**src/rtl/frame_sched_pkg.sv**
```systemverilog
// Shared types and constants for the four-channel frame write scheduler.
package frame_sched_pkg;

  localparam int CH_NUM = 4;

  localparam logic [31:0] BANK_A_BASE = 32'h0000_0000;
  localparam logic [31:0] BANK_B_BASE = 32'h0010_0000;

  typedef enum logic [1:0] {
    IDLE   = 2'd0,
    ACTIVE = 2'd1,
    GAP    = 2'd2
  } frame_state_e;

  typedef enum logic {
    ARB_IDLE = 1'b0,
    ARB_BUSY = 1'b1
  } arb_state_e;

  // Quadrant origin of each channel inside the 2x2 mosaic frame buffer.
  function automatic logic [31:0] ch_offset(input int ch, input int col, input int row);
    case (ch)
      0:       return 32'd0;
      1:       return 32'(col / 4);
      2:       return 32'(col * row / 4);
      default: return 32'(col * row / 4 + col / 4);
    endcase
  endfunction

endpackage

```
**src/rtl/frame_write_sched_if.sv**
```systemverilog
// Shared AXI write-burst port between the scheduler and the AXI master.
interface frame_write_sched_if #(
  parameter int ADDR_W = 28,
  parameter int DATA_W = 256
);
  logic              wr_burst_req;
  logic [7:0]        wr_burst_len;
  logic [ADDR_W-1:0] wr_burst_addr;
  logic              wr_burst_data_req;
  logic [DATA_W-1:0] wr_burst_data;
  logic              wr_burst_finish;

  modport master (
    output wr_burst_req, wr_burst_len, wr_burst_addr, wr_burst_data,
    input  wr_burst_data_req, wr_burst_finish
  );

  modport slave (
    input  wr_burst_req, wr_burst_len, wr_burst_addr, wr_burst_data,
    output wr_burst_data_req, wr_burst_finish
  );
endinterface

```
**src/rtl/burst_rr_arbiter.sv**
```systemverilog
// Round-robin burst arbiter: grants one channel, locks it until the AXI
// master finishes the burst, and routes data/handshake for that channel.
module burst_rr_arbiter
  import frame_sched_pkg::*;
#(
  parameter int ADDR_W = 28,
  parameter int DATA_W = 256
) (
  input  logic                     axi_aclk,
  input  logic                     axi_rst,
  input  logic [CH_NUM-1:0]        ch_burst_req,
  input  logic [CH_NUM*8-1:0]      ch_burst_len,
  input  logic [CH_NUM*ADDR_W-1:0] ch_burst_addr,
  input  logic [CH_NUM*DATA_W-1:0] ch_burst_data,
  output logic [CH_NUM-1:0]        ch_burst_data_req,
  output logic [CH_NUM-1:0]        ch_burst_finish,
  frame_write_sched_if.master      wr
);

  arb_state_e state;
  logic [1:0] ptr;
  logic [1:0] gnt;
  logic [1:0] sel;
  logic [1:0] idx;
  logic       found;
  logic       busy;

  // First requester at or after ptr, wrapping 3 -> 0.
  always_comb begin
    found = 1'b0;
    sel   = ptr;
    idx   = ptr;
    for (int i = 0; i < CH_NUM; i++) begin
      idx = ptr + 2'(i);
      if (!found && ch_burst_req[idx]) begin
        found = 1'b1;
        sel   = idx;
      end
    end
  end

  always_ff @(posedge axi_aclk or posedge axi_rst) begin
    if (axi_rst) begin
      state            <= ARB_IDLE;
      ptr              <= 2'd0;
      gnt              <= 2'd0;
      wr.wr_burst_req  <= 1'b0;
      wr.wr_burst_len  <= 8'd0;
      wr.wr_burst_addr <= '0;
    end else begin
      case (state)
        ARB_IDLE: begin
          if (found) begin
            state            <= ARB_BUSY;
            gnt              <= sel;
            wr.wr_burst_req  <= 1'b1;
            wr.wr_burst_len  <= ch_burst_len[sel*8 +: 8];
            wr.wr_burst_addr <= ch_burst_addr[sel*ADDR_W +: ADDR_W];
          end
        end
        ARB_BUSY: begin
          if (wr.wr_burst_finish) begin
            state           <= ARB_IDLE;
            wr.wr_burst_req <= 1'b0;
            ptr             <= gnt + 2'd1;
          end
        end
        default: state <= ARB_IDLE;
      endcase
    end
  end

  // FIFO read data follows rd_en directly, so the data mux must add no latency.
  assign busy              = (state == ARB_BUSY);
  assign wr.wr_burst_data  = busy ? ch_burst_data[gnt*DATA_W +: DATA_W] : '0;
  assign ch_burst_data_req = busy ? (CH_NUM'(wr.wr_burst_data_req) << gnt) : '0;
  assign ch_burst_finish   = busy ? (CH_NUM'(wr.wr_burst_finish) << gnt) : '0;

endmodule

```
**src/rtl/frame_write_sched.sv**
```systemverilog
// Four-channel frame write scheduler: per-channel A/B bank ping-pong frame
// FSMs plus a shared round-robin AXI write-burst port.
module frame_write_sched
  import frame_sched_pkg::*;
#(
  parameter int                IMG_COL = 1280,
  parameter int                IMG_ROW = 720,
  parameter int                ADDR_W  = 28,
  parameter int                DATA_W  = 256,
  parameter logic [ADDR_W-1:0] BASE_A  = ADDR_W'(BANK_A_BASE),
  parameter logic [ADDR_W-1:0] BASE_B  = ADDR_W'(BANK_B_BASE)
) (
  input  logic                     axi_aclk,
  input  logic                     axi_rst,
  input  logic [CH_NUM-1:0]        ch_frame_start,
  output logic [CH_NUM-1:0]        ch_write_req,
  output logic [CH_NUM*ADDR_W-1:0] ch_write_addr,
  input  logic [CH_NUM-1:0]        ch_write_done,
  input  logic [CH_NUM-1:0]        ch_burst_req,
  input  logic [CH_NUM*8-1:0]      ch_burst_len,
  input  logic [CH_NUM*ADDR_W-1:0] ch_burst_addr,
  input  logic [CH_NUM*DATA_W-1:0] ch_burst_data,
  output logic [CH_NUM-1:0]        ch_burst_data_req,
  output logic [CH_NUM-1:0]        ch_burst_finish,
  frame_write_sched_if.master      wr,
  output logic [CH_NUM-1:0]        rd_bank,
  output logic [CH_NUM-1:0]        ch_overrun
);

  for (genvar n = 0; n < CH_NUM; n++) begin : g_ch
    localparam logic [ADDR_W-1:0] OFF = ADDR_W'(ch_offset(n, IMG_COL, IMG_ROW));

    frame_state_e      st;
    logic              wr_bank;
    logic              rd_b;
    logic              req_r;
    logic              ov_r;
    logic              gap_cnt;
    logic [ADDR_W-1:0] addr_r;

    always_ff @(posedge axi_aclk or posedge axi_rst) begin
      if (axi_rst) begin
        st      <= IDLE;
        wr_bank <= 1'b0;
        rd_b    <= 1'b0;
        req_r   <= 1'b0;
        ov_r    <= 1'b0;
        gap_cnt <= 1'b0;
        addr_r  <= '0;
      end else begin
        if (ch_frame_start[n] && st != IDLE)
          ov_r <= 1'b1;
        case (st)
          IDLE: begin
            if (ch_frame_start[n]) begin
              st     <= ACTIVE;
              req_r  <= 1'b1;
              addr_r <= (wr_bank ? BASE_B : BASE_A) + OFF;
            end
          end
          ACTIVE: begin
            if (ch_write_done[n]) begin
              rd_b    <= wr_bank;
              wr_bank <= ~wr_bank;
              req_r   <= 1'b0;
              gap_cnt <= 1'b0;
              st      <= GAP;
            end
          end
          // Two low cycles so the frame writer always sees a fresh rising edge.
          GAP: begin
            gap_cnt <= 1'b1;
            if (gap_cnt)
              st <= IDLE;
          end
          default: st <= IDLE;
        endcase
      end
    end

    assign ch_write_req[n]                  = req_r;
    assign ch_write_addr[n*ADDR_W +: ADDR_W] = addr_r;
    assign rd_bank[n]                       = rd_b;
    assign ch_overrun[n]                    = ov_r;
  end

  burst_rr_arbiter #(
    .ADDR_W(ADDR_W),
    .DATA_W(DATA_W)
  ) u_arb (
    .axi_aclk          (axi_aclk),
    .axi_rst           (axi_rst),
    .ch_burst_req      (ch_burst_req),
    .ch_burst_len      (ch_burst_len),
    .ch_burst_addr     (ch_burst_addr),
    .ch_burst_data     (ch_burst_data),
    .ch_burst_data_req (ch_burst_data_req),
    .ch_burst_finish   (ch_burst_finish),
    .wr                (wr)
  );

endmodule

```
**src/flat_wrapper.sv**
```systemverilog
// flat-port wrapper written by rule: the top's interface ports become plain ports
module frame_write_sched_flat import frame_sched_pkg::*;
#(
  parameter int                IMG_COL = 1280,
  parameter int                IMG_ROW = 720,
  parameter int                ADDR_W  = 28,
  parameter int                DATA_W  = 256,
  parameter logic [ADDR_W-1:0] BASE_A  = ADDR_W'(BANK_A_BASE),
  parameter logic [ADDR_W-1:0] BASE_B  = ADDR_W'(BANK_B_BASE)
)
  (axi_aclk, axi_rst, ch_frame_start, ch_write_req, ch_write_addr, ch_write_done, ch_burst_req, ch_burst_len, ch_burst_addr, ch_burst_data, ch_burst_data_req, ch_burst_finish, rd_bank, ch_overrun, wr_wr_burst_req, wr_wr_burst_len, wr_wr_burst_addr, wr_wr_burst_data, wr_wr_burst_data_req, wr_wr_burst_finish);
  frame_write_sched_if #(.ADDR_W(ADDR_W), .DATA_W(DATA_W)) wr_i ();
  input  logic axi_aclk;
  input  logic axi_rst;
  input  logic [CH_NUM-1:0] ch_frame_start;
  output logic [CH_NUM-1:0] ch_write_req;
  output logic [CH_NUM*ADDR_W-1:0] ch_write_addr;
  input  logic [CH_NUM-1:0] ch_write_done;
  input  logic [CH_NUM-1:0] ch_burst_req;
  input  logic [CH_NUM*8-1:0] ch_burst_len;
  input  logic [CH_NUM*ADDR_W-1:0] ch_burst_addr;
  input  logic [CH_NUM*DATA_W-1:0] ch_burst_data;
  output logic [CH_NUM-1:0] ch_burst_data_req;
  output logic [CH_NUM-1:0] ch_burst_finish;
  output logic [CH_NUM-1:0] rd_bank;
  output logic [CH_NUM-1:0] ch_overrun;
  output wire logic [$bits(wr_i.wr_burst_req)-1:0] wr_wr_burst_req;
  output wire logic [$bits(wr_i.wr_burst_len)-1:0] wr_wr_burst_len;
  output wire logic [$bits(wr_i.wr_burst_addr)-1:0] wr_wr_burst_addr;
  output wire logic [$bits(wr_i.wr_burst_data)-1:0] wr_wr_burst_data;
  input wire logic [$bits(wr_i.wr_burst_data_req)-1:0] wr_wr_burst_data_req;
  input wire logic [$bits(wr_i.wr_burst_finish)-1:0] wr_wr_burst_finish;
  assign wr_wr_burst_req = wr_i.wr_burst_req;
  assign wr_wr_burst_len = wr_i.wr_burst_len;
  assign wr_wr_burst_addr = wr_i.wr_burst_addr;
  assign wr_wr_burst_data = wr_i.wr_burst_data;
  assign wr_i.wr_burst_data_req = wr_wr_burst_data_req;
  assign wr_i.wr_burst_finish = wr_wr_burst_finish;
  frame_write_sched #(.IMG_COL(IMG_COL), .IMG_ROW(IMG_ROW), .ADDR_W(ADDR_W), .DATA_W(DATA_W), .BASE_A(BASE_A), .BASE_B(BASE_B)) u_core (.axi_aclk(axi_aclk), .axi_rst(axi_rst), .ch_frame_start(ch_frame_start), .ch_write_req(ch_write_req), .ch_write_addr(ch_write_addr), .ch_write_done(ch_write_done), .ch_burst_req(ch_burst_req), .ch_burst_len(ch_burst_len), .ch_burst_addr(ch_burst_addr), .ch_burst_data(ch_burst_data), .ch_burst_data_req(ch_burst_data_req), .ch_burst_finish(ch_burst_finish), .wr(wr_i), .rd_bank(rd_bank), .ch_overrun(ch_overrun));
endmodule
```
**config.mk**
```make
export PLATFORM = sky130hd
export DESIGN_NAME = frame_write_sched_flat
export DESIGN_NICKNAME = d
export VERILOG_FILES = /design/src/rtl/frame_sched_pkg.sv /design/src/rtl/frame_write_sched_if.sv /design/src/rtl/burst_rr_arbiter.sv /design/src/rtl/frame_write_sched.sv /design/src/flat_wrapper.sv
export SDC_FILE = /design/constraint.sdc
export NUM_CORES = 1
export LEC_CHECK = 0
export ABC_CLOCK_PERIOD_IN_PS = 3550
export BUFFER_PORTS_ARGS = -buffer_cell sky130_fd_sc_hd__buf_2
export CAP_MARGIN = 20
export CORE_AREA = 8 8 627 629
export CTS_CLUSTER_DIAMETER = 200
export DETAILED_ROUTE_END_ITERATION = 6
export DIE_AREA = 0 0 635 637
export PLACE_DENSITY = 0.31
export SYNTH_ARGS = -nofsm -noshare
export SYNTH_HDL_FRONTEND = slang
export SYNTH_SLANG_ARGS = --single-unit
```
**constraint.sdc**
```tcl
create_clock -name axi_aclk -period 3.55 [get_ports axi_aclk]
set_input_delay 0.8875 -clock axi_aclk [delete_from_list [all_inputs] [get_ports axi_aclk]]
set_output_delay 0.8875 -clock axi_aclk [all_outputs]
set_load 0.03 [all_outputs]
```
==> impl_metrics.env <==
export IMPL_synthSimpleGateAreaFrac_pct=15.9
export IMPL_r2r_slack_ps=1040
export IMPL_die_x_um=635
export IMPL_fin_area_mm2=0.0275
export IMPL_setup_viol=0
export IMPL_clkLatencyLatePin_ps=380
export IMPL_synth_area_mm2=0.0129
export IMPL_vias_per_cell=2.48
export IMPL_syn_avg_cell_area_um2=11.1
export IMPL_yosysWarnings=0
export IMPL_layout_common_cells="buf_2, mux4_2, and2_1"
export IMPL_gr_total_overflow=0
export IMPL_crit_start="u_core.u_arb.gnt[0]"
export IMPL_die_area_mm2=0.404
export IMPL_hold_viol=0
export IMPL_utilization_pct=7.17
export IMPL_p_sw_mw=10.1
export IMPL_clock_path_buffers=2
export IMPL_synth_adder_area_share_pct=0
export IMPL_std_cell_rows=228
export IMPL_hold_path_class="reg2reg"
export IMPL_crit_path_max_fanout=16
export IMPL_cts_tree="done"
export IMPL_htreeDepth=3
export IMPL_gp_congestion=1.11
export IMPL_dp_hpwl_um=287000
export IMPL_ff2ff_path_depth=7
export IMPL_synth_area_mux_share_pct=48.3
export IMPL_max_freq_ghz=0.288
export IMPL_outcome="complete, no violations"
export IMPL_cts_root_buf="clkbuf_16"
export IMPL_critPathMaxStageDelay_ps=680
export IMPL_final_min_clock_period_ps=3470
export IMPL_synth_xor_area_share_pct=0.271
export IMPL_critical_path_slowest_cell="mux4_2"
export IMPL_drtIter0Drc=1642
export IMPL_drc_errors=0
export IMPL_synthCells=1165
export IMPL_start_util_pct=3.36
export IMPL_core_mm2=0.384
export IMPL_drt_wl_total_um=305000
export IMPL_timing_final_crit_share_pct=97.7
export IMPL_skew_ps=24.7
export IMPL_switching_share_pct=61.1
export IMPL_synth_top_family_by_area="multiplexers"
export IMPL_clkSlewWorstSetupHoldPaths_ps=90
export IMPL_drv_slew=0
export IMPL_crit_path_end_kind="output pin"
export IMPL_drtPass1Iterations=5
export IMPL_seqPwrFrac_pct=9.5
export IMPL_ys_ff_latch=77
export IMPL_num_vias=19400
export IMPL_power_internal_mw=6.44
export IMPL_fin_hold_ws_ps=450
export IMPL_clkPwrFrac_pct=6.3
export IMPL_grt_max_degree=94
export IMPL_ys_types=40
export IMPL_grt_usage_pct=14.3
export IMPL_path_class="reg2out"
export IMPL_area_growth_pct=113
export IMPL_crit_chain="buf_16 -> buf_4 -> buf_12 -> mux4_2 -> and2_1 -> buf_2"
export IMPL_ios=1609
export IMPL_layout_nets=3806
export IMPL_cts_sinks=77
export IMPL_grt_pass1_wl_um=349000
export IMPL_rr_endpoint="u_core.u_arb.wr.wr_burst_addr[27]"
export IMPL_start_kind="flip-flop"
export IMPL_arrival_ps=2580
export IMPL_place_area_mm2=0.0267
export IMPL_post_drt_wl_per_cell_um=39.1
export IMPL_critical_path_required_ps=2660
export IMPL_fp_dieH_um=637
export IMPL_cts_buffers_inserted=9
export IMPL_antenna_found_initial=360
export IMPL_relSlewSlack_pct=44.5
export IMPL_power_density_mw_per_mm2=601
export IMPL_drive_above_1_share_pct=72.5
export IMPL_crit_path_end="wr_wr_burst_data[135]"
export IMPL_worstMarginPinSlew_ps=832
export IMPL_seq_area_frac_synth_pct=14.9
export IMPL_reg2reg_from="u_core.u_arb.ptr[0]"
export IMPL_irDropWorstVdd_mv=0.330
export IMPL_max_cap_violations=0
export IMPL_synth_compound_area_share_pct=8.24
export IMPL_grt_pass1_vias=18800
export IMPL_comb_power_share_pct=84.2
export IMPL_ant_nets=0
export IMPL_portBuffers=1512
export IMPL_p_leak_nw=11.0
export IMPL_final_common_cell="buf_2"
## metal layers
metal	track usage [%]	share of wire [%]	wire length, um
met5	0	0.25	758
met1	15.4	36	108000
met3	5.76	10	31200
met2	26.7	52	158000
met4	1.72	2.0	6150
## what timing repair did
item / in CTS / in global routing
cloned: 1 / 3
resized for setup: 22 / 2
pin swaps: 0 / 0
setup buffers: 0 / 7
hold endpoints to repair: 0 / 0
setup endpoints to repair: 39 / 31
hold buffers: 0 / 0
## registers in the layout (all words and copies together), names as in the netlist
register,flops
u_core.g_ch.addr_r,7
u_core.g_ch.gap_cnt,4
u_core.g_ch.ov_r,4
u_core.g_ch.rd_b,4
u_core.g_ch.req_r,4
u_core.g_ch.st,8
u_core.g_ch.wr_bank,4
u_core.u_arb.busy,1
u_core.u_arb.gnt,2
u_core.u_arb.ptr,2
u_core.u_arb.wr.wr_burst_addr,28
u_core.u_arb.wr.wr_burst_len,8
u_core.u_arb.wr.wr_burst_req,1
## power groups by stage
stage	Sequential [mW]	Combinational, mW	Clock [mW]
2_1_floorplan	1.88	6.67	0
3_3_place_gp	1.58	14.1	0
3_5_place_dp	1.58	14.1	0
4_1_cts	1.57	14.2	1.11
5_1_grt	1.63	14.6	1.14
6_report	1.58	13.9	1.04
## worst min-delay path by stage
stage | start | endpoint | slack [ps] | cells past startpoint
after CTS | u_core.g_ch[3].gap_cnt | u_core.g_ch[3].st[1] | 440 | 1
final | u_core.g_ch[3].gap_cnt | u_core.g_ch[3].st[1] | 450 | 1
after global placement | u_core.g_ch[3].ov_r | u_core.g_ch[3].ov_r | 460 | 1
after floorplan | u_core.g_ch[0].ov_r | u_core.g_ch[0].ov_r | 440 | 1
after detailed placement | u_core.g_ch[3].gap_cnt | u_core.g_ch[3].st[1] | 460 | 1
after global routing | u_core.g_ch[3].gap_cnt | u_core.g_ch[3].st[1] | 470 | 1
## critical path, delay by kind of cell (launching register included)
kind	cells	cell delay [ps]
muxes	1	680
buffers and inverters	4	710
and+or+nand+nor	1	240
DFF	1	490
## cell families (layout without fill, tap and decap cells)
group                  after synthesis  count (layout)
XOR/XNOR                             4               4
multiplexers                       302             302
buffers and inverters              281            1648
other                                1             218
AND/OR/NAND/NOR                    355             355
AO/OA/AOI/OAI                      145             145
flip-flops                          77              77
## Yosys cell counts, drive strengths merged
cell / number / share of area [%]
and2: 256 / 12
mux4: 256 / 45
buf: 167 / 9.0
dfrtp: 77 / 15
a211oi: 74 / 4.7
clkbuf: 69 / 2.0
nor2: 55 / 1.6
inv: 45 / 1.3
mux2i: 38 / 2.9
a31oi: 36 / 1.7
nand2: 18 / 0.52
o21ai: 14 / 0.63
a21oi: 12 / 0.55
mux2: 8 / 0.70
nand2b: 8 / 0.39
nand3: 4 / 0.25
nor2b: 4 / 0.19
a21o: 3 / 0.17
nor3: 3 / 0.12
o31ai: 3 / 0.17
xnor2: 3 / 0.20
or2: 2 / 0.097
a211o: 1 / 0.068
and3: 1 / 0.048
and3b: 1 / 0.068
conb: 1 / 0.029
nor3b: 1 / 0.058
nor4: 1 / 0.048
o21a: 1 / 0.058
o21bai: 1 / 0.15
or4: 1 / 0.087
xor2: 1 / 0.068
## layout make-up
type / instances / area (um^2)
Inverter: 45 / 171
Antenna cell: 122 / 305
Timing Repair Buffer: 1587 / 8700
Clock inverter: 7 / 73.8
Tap cell: 5060 / 6330
Fill cell: 45300 / 356000
Multi-Input combinational cell: 902 / 9780
Sequential cell: 77 / 1940
Clock buffer: 9 / 225
## through the flow
| stage | worst slack [ps] | power [mW] | cells | setup TNS [ps] |
|---|---|---|---|---|
| floorplan | 696 | 8.56 | 1260 | 0 |
| global placement | 156 | 15.7 | 7660 | 0 |
| detailed placement | 143 | 15.7 | 7660 | 0 |
| CTS | -47.1 | 16.9 | 7677 | -150 |
| global route | -0.111 | 17.4 | 7741 | -0.111 |
| finish | 80.8 | 16.6 | 7809 | 0 |
Power figures use the tool's default switching activity.
